<file path="src/rtl/score_card_if.sv">
// Handshake and scorecard bus between the game FSM and score_card_keeper.
// The master modport is the upstream side; the slave modport is the keeper.
interface score_card_if #(
    parameter int NUM_CAT = 12,
    parameter int SCORE_W = 9
);
    logic               new_game;
    logic               commit;
    logic               player;
    logic [3:0]         category_idx;
    logic [7:0]         score_in;
    logic               busy;
    logic               commit_ack;
    logic               commit_err;
    logic [SCORE_W-1:0] p1_total;
    logic [SCORE_W-1:0] p2_total;
    logic [NUM_CAT-1:0] p1_used;
    logic [NUM_CAT-1:0] p2_used;
    logic               p1_bonus;
    logic               p2_bonus;
    logic               game_over;

    modport master (
        output new_game, commit, player, category_idx, score_in,
        input  busy, commit_ack, commit_err, p1_total, p2_total,
               p1_used, p2_used, p1_bonus, p2_bonus, game_over
    );

    modport slave (
        input  new_game, commit, player, category_idx, score_in,
        output busy, commit_ack, commit_err, p1_total, p2_total,
               p1_used, p2_used, p1_bonus, p2_bonus, game_over
    );
endinterface

</file>
<file path="src/rtl/score_card_keeper.sv">
// Commits calculated category scores into the two players' scorecards.
// Define UPPER_BONUS_EN to enable the upper-section bonus; otherwise no bonus is ever awarded.
module score_card_keeper #(
    parameter int NUM_CAT      = 12,
    parameter int BONUS_THRESH = 63,
    parameter int BONUS_PTS    = 35,
    parameter int SCORE_W      = 9
) (
    input  logic        clk,
    input  logic        reset_n,
    score_card_if.slave bus
);
    typedef enum logic [2:0] {IDLE, CHECK, WRITE, BONUS, ERR} state_t;

    typedef struct packed {
        logic       player;
        logic [3:0] idx;
        logic [7:0] score;
    } req_t;

    localparam logic [3:0] CAT_LIM   = 4'(NUM_CAT);
    localparam logic [3:0] UPPER_LIM = 4'd6;

    state_t                   state;
    req_t                     req;
    logic [1:0][NUM_CAT-1:0]  used;
    logic [1:0][SCORE_W-1:0]  total;
    logic                     game_over;
    logic                     ack;
    logic                     err;
    logic [15:0]              used_ext;
    logic                     reject;
`ifdef UPPER_BONUS_EN
    logic [1:0][6:0]          upper;
    logic [1:0]               bonus;
`endif

    // Widen the mask so an out-of-range index never selects outside the vector.
    always_comb begin
        used_ext = 16'(used[req.player]);
        reject   = (req.idx >= CAT_LIM) || used_ext[req.idx] || game_over;
    end

    always_ff @(posedge clk) begin
        if (!reset_n || bus.new_game) begin
            state     <= IDLE;
            req       <= '0;
            used      <= '0;
            total     <= '0;
            game_over <= 1'b0;
            ack       <= 1'b0;
            err       <= 1'b0;
`ifdef UPPER_BONUS_EN
            upper     <= '0;
            bonus     <= '0;
`endif
        end else begin
            ack <= 1'b0;
            err <= 1'b0;
            case (state)
                IDLE: begin
                    if (bus.commit) begin
                        req   <= '{player: bus.player, idx: bus.category_idx, score: bus.score_in};
                        state <= CHECK;
                    end
                end
                CHECK: begin
                    if (reject) begin
                        err   <= 1'b1;
                        state <= ERR;
                    end else begin
                        state <= WRITE;
                    end
                end
                ERR: state <= IDLE;
                WRITE: begin
                    total[req.player]          <= total[req.player] + SCORE_W'(req.score);
                    used[req.player][req.idx]  <= 1'b1;
`ifdef UPPER_BONUS_EN
                    if (req.idx < UPPER_LIM)
                        upper[req.player] <= upper[req.player] + req.score[6:0];
`endif
                    state <= BONUS;
                end
                BONUS: begin
`ifdef UPPER_BONUS_EN
                    if (upper[req.player] >= 7'(BONUS_THRESH) && !bonus[req.player]) begin
                        total[req.player] <= total[req.player] + SCORE_W'(BONUS_PTS);
                        bonus[req.player] <= 1'b1;
                    end
`endif
                    ack       <= 1'b1;
                    game_over <= &used;
                    state     <= IDLE;
                end
                default: state <= IDLE;
            endcase
        end
    end

    assign bus.busy       = (state != IDLE);
    assign bus.commit_ack = ack;
    assign bus.commit_err = err;
    assign bus.p1_total   = total[0];
    assign bus.p2_total   = total[1];
    assign bus.p1_used    = used[0];
    assign bus.p2_used    = used[1];
    assign bus.game_over  = game_over;
`ifdef UPPER_BONUS_EN
    assign bus.p1_bonus   = bonus[0];
    assign bus.p2_bonus   = bonus[1];
`else
    assign bus.p1_bonus   = 1'b0;
    assign bus.p2_bonus   = 1'b0;
`endif
endmodule
</file>
<file path="src/flat_wrapper.sv">
// flat-port wrapper written by rule: the top's interface ports become plain ports
module score_card_keeper_flat 
#(
    parameter int NUM_CAT      = 12,
    parameter int BONUS_THRESH = 63,
    parameter int BONUS_PTS    = 35,
    parameter int SCORE_W      = 9
)
  (clk, reset_n, bus_new_game, bus_commit, bus_player, bus_category_idx, bus_score_in, bus_busy, bus_commit_ack, bus_commit_err, bus_p1_total, bus_p2_total, bus_p1_used, bus_p2_used, bus_p1_bonus, bus_p2_bonus, bus_game_over);
  score_card_if #(.NUM_CAT(NUM_CAT), .SCORE_W(SCORE_W)) bus_i ();
  input  logic clk;
  input  logic reset_n;
  input wire logic [$bits(bus_i.new_game)-1:0] bus_new_game;
  input wire logic [$bits(bus_i.commit)-1:0] bus_commit;
  input wire logic [$bits(bus_i.player)-1:0] bus_player;
  input wire logic [$bits(bus_i.category_idx)-1:0] bus_category_idx;
  input wire logic [$bits(bus_i.score_in)-1:0] bus_score_in;
  output wire logic [$bits(bus_i.busy)-1:0] bus_busy;
  output wire logic [$bits(bus_i.commit_ack)-1:0] bus_commit_ack;
  output wire logic [$bits(bus_i.commit_err)-1:0] bus_commit_err;
  output wire logic [$bits(bus_i.p1_total)-1:0] bus_p1_total;
  output wire logic [$bits(bus_i.p2_total)-1:0] bus_p2_total;
  output wire logic [$bits(bus_i.p1_used)-1:0] bus_p1_used;
  output wire logic [$bits(bus_i.p2_used)-1:0] bus_p2_used;
  output wire logic [$bits(bus_i.p1_bonus)-1:0] bus_p1_bonus;
  output wire logic [$bits(bus_i.p2_bonus)-1:0] bus_p2_bonus;
  output wire logic [$bits(bus_i.game_over)-1:0] bus_game_over;
  assign bus_i.new_game = bus_new_game;
  assign bus_i.commit = bus_commit;
  assign bus_i.player = bus_player;
  assign bus_i.category_idx = bus_category_idx;
  assign bus_i.score_in = bus_score_in;
  assign bus_busy = bus_i.busy;
  assign bus_commit_ack = bus_i.commit_ack;
  assign bus_commit_err = bus_i.commit_err;
  assign bus_p1_total = bus_i.p1_total;
  assign bus_p2_total = bus_i.p2_total;
  assign bus_p1_used = bus_i.p1_used;
  assign bus_p2_used = bus_i.p2_used;
  assign bus_p1_bonus = bus_i.p1_bonus;
  assign bus_p2_bonus = bus_i.p2_bonus;
  assign bus_game_over = bus_i.game_over;
  score_card_keeper #(.NUM_CAT(NUM_CAT), .BONUS_THRESH(BONUS_THRESH), .BONUS_PTS(BONUS_PTS), .SCORE_W(SCORE_W)) u_core (.clk(clk), .reset_n(reset_n), .bus(bus_i));
endmodule
</file>
<file path="config.mk">
export PLATFORM = sky130hd
export DESIGN_NAME = score_card_keeper_flat
export DESIGN_NICKNAME = d
export VERILOG_FILES = /design/src/rtl/score_card_if.sv /design/src/rtl/score_card_keeper.sv /design/src/flat_wrapper.sv
export SDC_FILE = /design/constraint.sdc
export NUM_CORES = 1
export LEC_CHECK = 0
export CORE_ASPECT_RATIO = 0.5
export CORE_UTILIZATION = 60
export CTS_CLUSTER_DIAMETER = 80
export DETAILED_ROUTE_END_ITERATION = 16
export DONT_BUFFER_PORTS = 1
export PLACE_DENSITY = 0.76
export SLEW_MARGIN = 20
export SYNTH_ARGS = -nofsm -noshare
export SYNTH_HDL_FRONTEND = slang
export SYNTH_SLANG_ARGS = --single-unit
</file>
<file path="constraint.sdc">
create_clock -name clk -period 4.3 [get_ports clk]
set_input_delay 1.29 -clock clk [delete_from_list [all_inputs] [get_ports clk]]
set_output_delay 1.29 -clock clk [all_outputs]
set_load 0.02 [all_outputs]
</file>
==> run_results.csv <==
group,metric,value,unit
finish,seq_area,1220,um^2
global_route,grt_start_max_net_pins,39,
global_route,track_usage,0.282,
cts,cts_tree,"done",
setup_path,critical_path_class,"reg2reg",
placed_design,dp.cells,385,
sta,fin_worst_skew,11.6,ps
synthesis,avgSynthCellArea,8.67,um^2
cts,cts_setup_buffers,0,
sta,tightest_slew,910,ps
outcome,status,"completed",
cts,clock_latency,340,ps
finish,multi_input_area,1570,um^2
sta,slew_viol_final,0,
sta,max_freq,0.328,GHz
floorplan,io_pins,65,
cts,ctsResizeCount,0,
placed_design,place.gp.congestion,0.868,
global_route,grt_pass1_vias,2418,
global_route,antenna_found_initial,0,
global_route,grt-ovfl-total,0,
setup_path,path_delay_family,"compound AO/OA/AOI/OAI gates",
finish,layout.cells.non_filler,401,
sta,finalCritPeriodShare,0.710,
setup_path,end_kind,"flop",
synthesis,synthCells,335,
synthesis,synth_cell_types,45,
detailed_routing,antenna_left,0,
sta,period_needed,3050,ps
cts,cts_inserted_buffers,9,
synthesis,ys_seq_area_frac,0.421,
power,peakVddDrop,0.196,mV
floorplan,die_h,51.2,um
power,p_leak,1.16,nW
synthesis,syn_area,2900,um^2
synthesis,ys_ff_latch,61,
finish,area_growth,7.41,%
floorplan,die-area,5140,um^2
floorplan,start_util,0.641,
detailed_routing,dr.pass1.iters,4,
synthesis,yosys.area.top_type,"dfxtp_1",
synthesis,synth-edff-count,0,
placed_design,dpl.hpwl,4760,um
placed_design,port_buffers,0,
cts,clockBufferDepth,2,
detailed_routing,num_vias,2473,
sta,grt_setup_unrepaired,"no",
sta,setup_viol,0,
setup_path,crit_chain,"mux2_2 > ha_1 > fa_1 > a211o_1 > a2111oi_0 > or4_1 > a21oi_1",
detailed_routing,wl,6630,um
hold_path,hold_class,"reg2reg",
detailed_routing,wire_per_inst,16.5,um
synthesis,synth_area_leaders,"dfxtp_1 (42%), a21oi_1 (8.6%), mux2_2 (6.6%), nand2_1 (5.3%), nor2_1 (4.5%)",
global_route,grt_pass1_wl,11000,um
synthesis,async_flop_share,0,
cts,cts.reportedPaths.clkPinSlew,60,ps
floorplan,core,4530,um^2
setup_path,critPathSlowestCell,"a2111oi_0",
setup_path,slowest_delay,800,ps
setup_path,startpoint_type,"flop",
sta,slew_headroom,0.378,
cts,cts_sinks,61,
cts,root_buffer,"clkbuf_8",
detailed_routing,drc,0,
finish,num_antenna_cells,0,
synthesis,ys.flop_type,"dfxtp_1",
finish,nFillCells,363,
setup_path,arrival,3270,ps
sta,hold_viol_final,0,
finish,final_net_count,356,
synthesis,yosys_warnings,0,
sta,tns,0,ps
setup_path,cp.buffers_inverters,0,
floorplan,die_w,100,um
job,cap_violations,0,
cts,postCtsHoldBufs,0,
detailed_routing,drtIter0Drc,107,
detailed_routing,viasPerCell,6.17,
setup_path,crit_fanout,7,
finish,drive_gt1_frac,0.125,
synthesis,synth_top_area_frac,0.421,
setup_path,required,4510,ps
power,cellPowerDensity,365,nW/um^2
cts,htreeDepth,3,
floorplan,placementRows,17,
[logic make-up (layout without fill, tap and decap cells)]
family / count (synthesis) / in the layout / share of synthesized area
compound gates: 90 / 90 / 0.198
simple gates: 127 / 127 / 0.209
fa+ha+maj: 9 / 9 / 0.0414
mux: 19 / 19 / 0.0814
flops: 61 / 61 / 0.421
other cells: 1 / 2 / 0.00129
xor+xnor: 2 / 2 / 0.00603
buf+inv: 26 / 25 / 0.0422
[path summary, 6_finish.rpt]
kind	start	end	slack [ps]	cells past startpoint
min reg2reg	u_core.req[3]	u_core.req[3]	480	2
max	u_core.req[12]	u_core.bus.p1_total[8]	1250	7
max reg2reg	u_core.req[12]	u_core.bus.p1_total[8]	1250	7
min	u_core.req[3]	u_core.req[3]	480	2
[where the power goes]
part | internal [W] | total, W | switching [W]
clock | 0.000284 | 0.000510 | 0.000226
combinational | 0.0000154 | 0.0000520 | 0.0000366
sequential | 0.000570 | 0.000578 | 0.00000770
total | 0.000870 | 0.00114 | 0.000270
[worst reg2reg max path: stages (launching register included)]
cell	delay (ps)
dfxtp_1	500
mux2_2	380
ha_1	220
fa_1	430
a211o_1	320
a2111oi_0	800
or4_1	220
a21oi_1	60
[synthesized netlist by cell type, types with 5 or more instances]
library cell and instances:
a21o_1 5, mux2_2 17, nand3_1 10, inv_1 5, dfxtp_1 61, nor2b_1 5, nand4_1 6, ha_1 8
nor2_1 35, o211ai_1 8, a21oi_1 50, nor3_1 7, nand2_1 41, clkbuf_1 10
[stage by stage]
step / utilization / cell area, um^2 / setup slack (ps) / power, W / hold slack (ps)
after floorplan: - / 2910 / 1340 / 0.000634 / 441
after global placement: 0.644 / 2920 / 1450 / 0.000640 / 459
after detailed placement: 0.644 / 2920 / 1310 / 0.000642 / 466
after CTS: 0.688 / 3120 / 1300 / 0.00115 / 475
after global routing: 0.688 / 3120 / 1050 / 0.00118 / 509
final: 0.688 / 3120 / 1250 / 0.00114 / 476
[state kept, by name (all words and copies together), names as in the netlist]
signal                 cells
u_core.req                13
u_core.bus.p1_used        12
u_core.bus.p2_used        12
u_core.bus.p1_total        9
u_core.bus.p2_total        9
u_core.state               3
u_core.bus.commit_ack      1
u_core.bus.commit_err      1
u_core.bus.game_over       1
[routing by layer]
metal  vias up  share of wire  global-route usage  routed length [um]
li1       1205              -                   -                   -
met1      1158           0.43               0.334                2860
met2       103           0.46               0.468                3020
met3         7           0.10               0.126                 671
met4         0          0.010              0.0797                  69
met5         -              0                   0                   0
[cell type report]
type / count / area share
inverter: 5 / 0.00602
sequential: 61 / 0.391
clock buffer: 11 / 0.0453
clock inverter: 5 / 0.0189
timing repair buffer: 4 / 0.00963
tap: 66 / 0.0265
multi-input combinational: 249 / 0.502
[layout by cell type (no fill, tap or decap), types with 5 or more instances in the layout]
| cell type | count |
|---|---|
| o211ai_1 | 8 |
| a21o_1 | 5 |
| nand3_1 | 10 |
| dfxtp_1 | 61 |
| inv_1 | 5 |
| nand4_1 | 6 |
| clkbuf_8 | 10 |
| ha_1 | 8 |
| mux2_2 | 17 |
| nor3_1 | 7 |
| nor2_1 | 35 |
| nand2_1 | 41 |
| a21oi_1 | 50 |
| nor2b_1 | 5 |
No activity file was read; power rests on OpenSTA's default activity.
